$ cat src/rtl/adc_capture_scheduler.sv
// adc_capture_scheduler
//   Owns the ADCCaptureOne trigger of the AD7682 interface. It arbitrates capture
//   requests from a periodic timer and from the host, then pulses the trigger. It
//   waits out the conversion burst and snapshots all four channels as one set.
//
//   Optional feature: define ADC_SCHED_TSTAMP_EN to add a free-running 32-bit clock
//   counter. Its value at trigger rise is presented on snap_tstamp with each snapshot.
//
// Ports
//   clk, reset            system clock; asynchronous active-high reset
//   enable                timer runs and requests are accepted while high
//   period[15:0]          timer period in clk cycles, 0 disables the timer
//   host_req              single-cycle host capture request
//   adc_conv1..4[15:0]    live channel results from the ADC interface
//   adc_capture           trigger to the ADC interface, high PULSE_LEN cycles
//   busy                  high while a capture sequence is in progress
//   snap_ch1..4[15:0]     coherent snapshot of the four channels
//   snap_seq[7:0]         snapshot sequence number (wraps)
//   snap_valid / snap_ack new-snapshot flag and its single-cycle consume strobe
//   overrun / overrun_clr sticky overwrite/drop flag and its clear
//   snap_tstamp[31:0]     (ADC_SCHED_TSTAMP_EN only) trigger-rise timestamp
module adc_capture_scheduler #(
  parameter int unsigned PULSE_LEN   = 4,
  parameter int unsigned SETTLE_LEN  = 1600,
  parameter int unsigned INIT_SETTLE = 2400
) (
  input  logic        clk,
  input  logic        reset,
  input  logic        enable,
  input  logic [15:0] period,
  input  logic        host_req,
  input  logic [15:0] adc_conv1,
  input  logic [15:0] adc_conv2,
  input  logic [15:0] adc_conv3,
  input  logic [15:0] adc_conv4,
  output logic        adc_capture,
  output logic        busy,
  output logic [15:0] snap_ch1,
  output logic [15:0] snap_ch2,
  output logic [15:0] snap_ch3,
  output logic [15:0] snap_ch4,
  output logic [7:0]  snap_seq,
  output logic        snap_valid,
  input  logic        snap_ack,
  output logic        overrun,
  input  logic        overrun_clr
`ifdef ADC_SCHED_TSTAMP_EN
  ,
  output logic [31:0] snap_tstamp
`endif
);

  localparam int unsigned MAX_SETTLE = (INIT_SETTLE > SETTLE_LEN) ? INIT_SETTLE : SETTLE_LEN;
  localparam int unsigned CNT_W      = $clog2(MAX_SETTLE + 1);
  localparam logic [CNT_W-1:0] PULSE_LAST  = CNT_W'(PULSE_LEN - 1);
  localparam logic [CNT_W-1:0] SETTLE_LAST = CNT_W'(SETTLE_LEN - 1);
  localparam logic [CNT_W-1:0] INIT_LAST   = CNT_W'(INIT_SETTLE - 1);

  typedef enum logic [1:0] {S_IDLE, S_TRIG, S_SETTLE, S_SNAP} state_t;

  state_t           r_state;
  logic [CNT_W-1:0] r_cnt;
  logic             r_first_done;
  logic             r_host_pend;
  logic             r_tmr_pend;
  logic [15:0]      r_tmr_cnt;
  logic             r_tmr_run;

  logic w_tmr_on, w_tmr_fire, w_start, w_take_host, w_take_tmr;
  logic w_host_left, w_tmr_left, w_host_evt, w_host_drop, w_tmr_drop;
  logic w_snap, w_snap_ovr;

  // The timer counts period cycles per expiry. The first load happens on the
  // cycle after it becomes enabled, so the first expiry is a full period away.
  assign w_tmr_on   = enable && (period != '0);
  assign w_tmr_fire = w_tmr_on && r_tmr_run && (r_tmr_cnt == '0);

  // Host wins a tie. A flag consumed by this cycle's start may be re-armed by a
  // same-cycle request without counting as a drop.
  assign w_start     = (r_state == S_IDLE) && (r_host_pend || r_tmr_pend);
  assign w_take_host = w_start && r_host_pend;
  assign w_take_tmr  = w_start && !r_host_pend;
  assign w_host_left = r_host_pend && !w_take_host;
  assign w_tmr_left  = r_tmr_pend && !w_take_tmr;
  assign w_host_evt  = enable && host_req;
  assign w_host_drop = w_host_evt && w_host_left;
  assign w_tmr_drop  = w_tmr_fire && w_tmr_left;
  assign w_snap      = (r_state == S_SNAP);
  assign w_snap_ovr  = w_snap && snap_valid && !snap_ack;

  always_ff @(posedge clk or posedge reset) begin
    if (reset) begin
      r_tmr_cnt <= '0;
      r_tmr_run <= 1'b0;
    end else if (!w_tmr_on) begin
      r_tmr_cnt <= '0;
      r_tmr_run <= 1'b0;
    end else if (!r_tmr_run || (r_tmr_cnt == '0)) begin
      r_tmr_cnt <= period - 16'd1;
      r_tmr_run <= 1'b1;
    end else begin
      r_tmr_cnt <= r_tmr_cnt - 16'd1;
    end
  end

  always_ff @(posedge clk or posedge reset) begin
    if (reset) begin
      r_host_pend <= 1'b0;
      r_tmr_pend  <= 1'b0;
    end else begin
      r_host_pend <= enable && (w_host_left || w_host_evt);
      r_tmr_pend  <= enable && (w_tmr_left || w_tmr_fire);
    end
  end

  always_ff @(posedge clk or posedge reset) begin
    if (reset) begin
      overrun <= 1'b0;
    end else if (w_host_drop || w_tmr_drop || w_snap_ovr) begin
      overrun <= 1'b1;
    end else if (overrun_clr) begin
      overrun <= 1'b0;
    end
  end

  // r_cnt counts from trigger rise through TRIG and SETTLE.
  always_ff @(posedge clk or posedge reset) begin
    if (reset) begin
      r_state      <= S_IDLE;
      r_cnt        <= '0;
      r_first_done <= 1'b0;
      adc_capture  <= 1'b0;
      busy         <= 1'b0;
      snap_ch1     <= '0;
      snap_ch2     <= '0;
      snap_ch3     <= '0;
      snap_ch4     <= '0;
      snap_seq     <= '0;
      snap_valid   <= 1'b0;
    end else begin
      if (snap_ack) snap_valid <= 1'b0;
      case (r_state)
        S_IDLE: begin
          if (w_start) begin
            r_state     <= S_TRIG;
            r_cnt       <= '0;
            adc_capture <= 1'b1;
            busy        <= 1'b1;
          end
        end
        S_TRIG: begin
          r_cnt <= r_cnt + CNT_W'(1);
          if (r_cnt == PULSE_LAST) begin
            r_state     <= S_SETTLE;
            adc_capture <= 1'b0;
          end
        end
        S_SETTLE: begin
          r_cnt <= r_cnt + CNT_W'(1);
          if (r_cnt == (r_first_done ? SETTLE_LAST : INIT_LAST)) r_state <= S_SNAP;
        end
        S_SNAP: begin
          snap_ch1     <= adc_conv1;
          snap_ch2     <= adc_conv2;
          snap_ch3     <= adc_conv3;
          snap_ch4     <= adc_conv4;
          snap_seq     <= snap_seq + 8'd1;
          snap_valid   <= 1'b1;
          r_first_done <= 1'b1;
          busy         <= 1'b0;
          r_state      <= S_IDLE;
        end
        default: r_state <= S_IDLE;
      endcase
    end
  end

`ifdef ADC_SCHED_TSTAMP_EN
  logic [31:0] r_ts;
  logic [31:0] r_ts_trig;

  always_ff @(posedge clk or posedge reset) begin
    if (reset) begin
      r_ts        <= '0;
      r_ts_trig   <= '0;
      snap_tstamp <= '0;
    end else begin
      r_ts <= r_ts + 32'd1;
      if (w_start) r_ts_trig <= r_ts;
      if (w_snap) snap_tstamp <= r_ts_trig;
    end
  end
`endif

endmodule

$ cat config.mk
export PLATFORM = sky130hd
export DESIGN_NAME = adc_capture_scheduler
export DESIGN_NICKNAME = d
export VERILOG_FILES = /design/src/rtl/adc_capture_scheduler.sv
export SDC_FILE = /design/constraint.sdc
export NUM_CORES = 1
export LEC_CHECK = 0
export CAP_MARGIN = 5
export CORE_ASPECT_RATIO = 2
export CORE_MARGIN = 2
export CORE_UTILIZATION = 42
export CTS_CLUSTER_DIAMETER = 60
export DETAILED_ROUTE_END_ITERATION = 8
export GPL_TIMING_DRIVEN = 0
export HOLD_SLACK_MARGIN = 0.1
export PLACE_DENSITY = 0.77
export SLEW_MARGIN = 30
export SYNTH_ARGS = -nofsm -noshare
export SYNTH_HDL_FRONTEND = slang
export SYNTH_SLANG_ARGS = --single-unit
$ cat constraint.sdc
create_clock -name clk -period 3.3 [get_ports clk]
set_clock_uncertainty 0.05 [all_clocks]
set_input_delay 0.66 -clock clk [delete_from_list [all_inputs] [get_ports clk]]
set_output_delay 0.66 -clock clk [all_outputs]
set_load 0.01 [all_outputs]
# == Word-level counts from Yosys, hierarchy flattened ==
# Index checks and enable logic that the tools add are counted.
# word_totals
output_inout_bits,76
elab_cells,87
reg_bits,110
inputBits,86
# classes
muxes,19
n_addsub,4
reduce_logical,39
n_eq_ne,9
# ops
cell,n
2-to-1 mux 16 bit,2
"subtractor 16 x 1 -> 16 bit, second input constant",2
2-to-1 mux 12 bit,2
case mux 12 bit (2 select lines),1
logical NOT 16 bit,1
nonzero test 16 bit,1
logical AND 1 bit,15
"adder 12 x 1 -> 12 bit, second input constant",1
== test 12 bit,1
"== test 12 x 2 -> 1 bit, second input constant",1
nonzero test 2 bit,5
"adder 8 x 1 -> 8 bit, second input constant",1
2-to-1 mux 1 bit,8
case mux 2 bit (4 select lines),1
logical OR 1 bit,6
2-to-1 mux 2 bit,3
"inequality test 2 bit, second input constant",3
AND reduction 3 bit,2
logical NOT 1 bit,5
"== test 2 bit, second input constant",2
case mux 1 bit (2 select lines),2
AND reduction 2 bit,2
"== test 2 x 1 -> 1 bit, second input constant",1
logical NOT 2 bit,1
2 further kinds,2

# == Longest topological paths before layout ==
# depth
word_depth,9
depth_mapped,10
depth_no_buf,7

# == Worst setup path after synthesis ==
# Ideal clock, no wire load.
# synth_path
path_kind,register to register
start,register r_tmr_cnt[1]
end,register r_tmr_cnt[4]
arrival_time_ps,2895
period_less_slack_ps,3091
required_ps,3104
stages_incl_launch_ff,10
setup_ps,146
slack_ps,209
path_buffers,3
cell_sequence,dfrtp_1 or4_1 o41ai_4 buf_6 buf_4 mux2i_1 ha_1 buf_2 mux4_2 nor4b_1
# synth_via
elab_chain_cells,4
word_cells_on_any_way,5
classes_between,add/sub (1); mux (2); reduce/logical (2)
# synth_rtl
item,line_no,rtl
from (decl),66,logic [15:0] r_tmr_cnt;
from (signal assigned),99,r_tmr_cnt <= period - 16'd1;
from (signal assigned),102,r_tmr_cnt <= r_tmr_cnt - 16'd1;
"parallel branches: the longest is 2 deep, another holds subtractor 16 x 1 -> 16 bit",--,
2-to-1 mux 16 bit *,98,end else if (!r_tmr_run || (r_tmr_cnt == '0)) begin
2-to-1 mux 16 bit *,95,end else if (!w_tmr_on) begin
# Mark *: on every way between the ends.
# A chain may end at the register's enable or synchronous reset.

# == Final worst setup path ==
# layout_path
start,register r_tmr_cnt[0]
end,register r_tmr_cnt[4]
# The elaborated chain is that of the path after synthesis.

==> metrics <==
CP max FO 10; met1 track utilization from global routing 23.4%; part of the Yosys area used for sequential elements between 50% and 60%; Setup violations, final 0; Cell Pwr Density around 830 nW/um2; full die area ~13000 um2; number of global-route vias before repair between 4000 and 5000; initial antenna violation count 0; fraction of layout instances using a drive strength above 1 between 15 and 20%; net count after synthesis around 510; largest net degree at the start of global routing 30; level count of the clock H-tree 3; First DRT Iteration DRCs slightly below 300; # IOs approximately 160; global-route track usage on met2 roughly two fifths; synth warn 0; number of violations of the max-capacitance limit 0; iteration count of the initial detailed-routing pass 4; final period utilization between 90% and 100%; first-pass GRT wire length 21400 um; core footprint ~12000 um2; cell type with the largest total area after synthesis sky130_fd_sc_hd__dfrtp_1; final wirelength about 14000 um; Total GRT Usage 22.0%; total via count after detailed routing ~4000; effective utilization at floorplan between 40 and 50%; status completed; post-detailed-route count of antenna-violating nets 0; net count reported at finish approximately 700; Max Buffers Root-to-Sink 2; final hold viol count 0; busiest grt layer met2; endpoint required time on the critical path approximately 3500 ps; TritonCTS clock tree built; cell leakage power about 3 nW; Sinks on Clock Net 110; clock slew seen by the registers of the worst setup and hold paths 70 ps; number of flops mapped to enable cells by yosys 0; clock root buffer sky130_fd_sc_hd__clkbuf_16; kind of capture point of the worst setup path register; post-synthesis to final-layout area growth 44.6%; mean number of vias per cell around 5.4; Routed WL per cell ~18 um; Final Max Slew Viols 0; Synth Flop Type sky130_fd_sc_hd__dfrtp_1; post-placement cell count roughly 720; shortest clock period the worst path allows after layout approximately 3200 ps; total congestion overflow 0; gate count after technology mapping slightly above 400; number of clock buffers inserted by TritonCTS 9; R2R Setup Slk ~79 ps; average cell area after synthesis approximately 12 um2; Residual DRC 0; post-synthesis register bit count 110; Cell Count, Final, Fillers Out 745; area share of the largest cell type after synthesis approximately 55%; CP Data Arrival Time roughly 3400 ps; routability congestion estimate a little under 1; highest clock frequency the design can meet ~310 MHz; GRT met3 Usage under 10%; Post-Syn Area 5000 um2; path type of the worst min-delay path register to register; IO Port Bufs ~160; library cells used by synthesis 47; max_slew headroom 54.0%; count of fill cells added during filler insertion between 900 and 1000; Cell Rows 56; detailed placer's ending HPWL ~11000 um; vertical die dimension 158 um; share of flip-flops with an asynchronous set or reset 100%; Worst IR Drop VDD about 0.00053 V; Area contributors post-synth sky130_fd_sc_hd__dfrtp_1, sky130_fd_sc_hd__mux2_2, sky130_fd_sc_hd__nor2_1; Total Neg Setup Slack 0 ps; Worst Setup Start Kind register; insertion delay to the later sink of the worst-skew pair around 350 ps; pin slew with the least headroom to its limit approximately 690 ps; classification of the worst setup path register to register; Die X-Extent roughly 80 um
==> layout by cell type (no fill, tap or decap), types with 3 or more instances in the layout <==
master                            Yosys  layout
sky130_fd_sc_hd__clkdlybuf4s50_1      0     161
sky130_fd_sc_hd__dfrtp_1            110     109
sky130_fd_sc_hd__mux2_2              68      68
sky130_fd_sc_hd__nor2_1              36      36
sky130_fd_sc_hd__nand2_1             24      24
sky130_fd_sc_hd__nand4_1             14      14
sky130_fd_sc_hd__clkbuf_1            12      13
sky130_fd_sc_hd__xor2_1              13      13
sky130_fd_sc_hd__nor3_1              12      12
sky130_fd_sc_hd__xnor2_1             12      12
sky130_fd_sc_hd__inv_1               11      10
sky130_fd_sc_hd__nand3_1              9       9
sky130_fd_sc_hd__o21ai_0              9       9
sky130_fd_sc_hd__clkbuf_16            0       9
sky130_fd_sc_hd__mux2i_1              9       8
sky130_fd_sc_hd__nor4_1               7       7
sky130_fd_sc_hd__ha_1                 7       7
sky130_fd_sc_hd__a21oi_1              6       6
sky130_fd_sc_hd__or4_1                7       5
sky130_fd_sc_hd__buf_4                1       5
sky130_fd_sc_hd__nor2b_1              4       4
sky130_fd_sc_hd__a22oi_1              4       4
sky130_fd_sc_hd__a31oi_1              4       4
sky130_fd_sc_hd__or4_4                1       3
sky130_fd_sc_hd__o31ai_1              3       3
sky130_fd_sc_hd__buf_16               0       3
==> critical path, cell delays in order (launching register included) <==
cell and delay [ps]:
sky130_fd_sc_hd__dfrtp_1 430, sky130_fd_sc_hd__or4_4 580, sky130_fd_sc_hd__o41ai_4 410, sky130_fd_sc_hd__buf_6 150, sky130_fd_sc_hd__buf_6 160, sky130_fd_sc_hd__mux2i_2 250
sky130_fd_sc_hd__ha_1 190, sky130_fd_sc_hd__buf_4 170, sky130_fd_sc_hd__mux4_2 500, sky130_fd_sc_hd__nor4b_1 150
==> layer usage <==
metal | vias to the layer above | wire length (um)
li1 | 1852 | -
met1 | 1950 | 4720
met2 | 155 | 7860
met3 | 36 | 657
met4 | 0 | 478
met5 | - | 0
==> layout make-up <==
| class | instances | area [um2] | area share, % |
|---|---|---|---|
| plain buffers | 15 | 75.1 | 1.04 |
| clock inverters | 6 | 52.6 | 0.726 |
| diodes | 1 | 2.50 | 0.0346 |
| multi-input cells | 278 | 2150 | 29.8 |
| clock buffers | 10 | 229 | 3.16 |
| repair buffers | 169 | 1740 | 24.1 |
| inverters | 11 | 45.0 | 0.622 |
| well taps | 145 | 181 | 2.51 |
| flip-flops and latches | 110 | 2750 | 38.1 |
==> flip-flops by register name (all words and copies together) (netlist names), 2 cells and up <==
signal,flops
r_tmr_cnt,16
snap_ch1,16
snap_ch2,16
snap_ch3,16
snap_ch4,16
r_cnt,12
snap_seq,8
r_state,2
==> logic make-up after synthesis <==
| kind of cell | after synthesis | share of synthesized area (%) |
|---|---|---|
| AO/OA/AOI/OAI | 42 | 6.27 |
| XOR/XNOR | 25 | 4.38 |
| AND/OR/NAND/NOR | 126 | 12.9 |
| multiplexers | 78 | 17.5 |
| flip-flops | 110 | 55.0 |
| adder cells (fa/ha/maj) | 7 | 1.75 |
| buffers and inverters | 26 | 2.20 |
==> per-stage QoR <==
| step | total power [mW] | cell area, um2 | hold slack (ps) | util [%] | setup slack, ps |
|---|---|---|---|---|---|
| detailed placement | 5.00 | 6900 | 420 | 59.0 | -148 |
| global placement | 4.86 | 6800 | 421 | 58.1 | -66.4 |
| CTS | 6.07 | 7200 | 431 | 61.5 | 45.0 |
| finish | 6.03 | 7240 | 435 | 61.8 | 79.1 |
| global route | 6.38 | 7230 | 459 | 61.8 | -37.7 |
| floorplan | 3.57 | 5010 | 401 | - | 209 |
==> cell usage after synthesis, types with 2 or more instances <==
cell	number
sky130_fd_sc_hd__or4_1	7
sky130_fd_sc_hd__o21ai_0	9
sky130_fd_sc_hd__nor4_1	7
sky130_fd_sc_hd__and2_1	2
sky130_fd_sc_hd__nor2b_1	4
sky130_fd_sc_hd__xnor2_1	12
sky130_fd_sc_hd__nor4b_1	2
sky130_fd_sc_hd__nand4_1	14
sky130_fd_sc_hd__dfrtp_1	110
sky130_fd_sc_hd__xor2_1	13
sky130_fd_sc_hd__or3_1	2
sky130_fd_sc_hd__a22oi_1	4
sky130_fd_sc_hd__nand4b_1	2
sky130_fd_sc_hd__a211oi_1	2
sky130_fd_sc_hd__inv_1	11
sky130_fd_sc_hd__nand2_1	24
sky130_fd_sc_hd__ha_1	7
sky130_fd_sc_hd__a31oi_1	4
sky130_fd_sc_hd__mux2i_1	9
sky130_fd_sc_hd__nor3_1	12
sky130_fd_sc_hd__clkbuf_1	12
sky130_fd_sc_hd__o21a_1	2
sky130_fd_sc_hd__a21oi_1	6
sky130_fd_sc_hd__o2111ai_1	2
sky130_fd_sc_hd__nand3_1	9
sky130_fd_sc_hd__mux2_2	68
sky130_fd_sc_hd__nor2_1	36
sky130_fd_sc_hd__o31ai_1	3
==> repair_timing <==
item	CTS	global route
setup endpoints to repair	1	2
resized for setup	3	4
hold buffers	0	0
buffers inserted	1	3
pin swaps	0	3
==> worst paths after layout <==
path / start / cells after the start / to
worst max-delay path: r_tmr_cnt[0] / 9 / r_tmr_cnt[4]
worst min-delay path: snap_seq[7] / 1 / snap_seq[7]
worst max register to register: r_tmr_cnt[0] / 9 / r_tmr_cnt[4]
worst min register to register: snap_seq[7] / 1 / snap_seq[7]
max in group asynchronous: reset / 4 / r_tmr_cnt[4]
min in group asynchronous: reset / 2 / snap_ch4[11]
==> power breakdown <==
part           switching (mW)  internal (mW)
registers               0.347           1.88
clock network           0.530          0.528
logic                    1.15           1.59
Power figures use the tool's default switching activity.
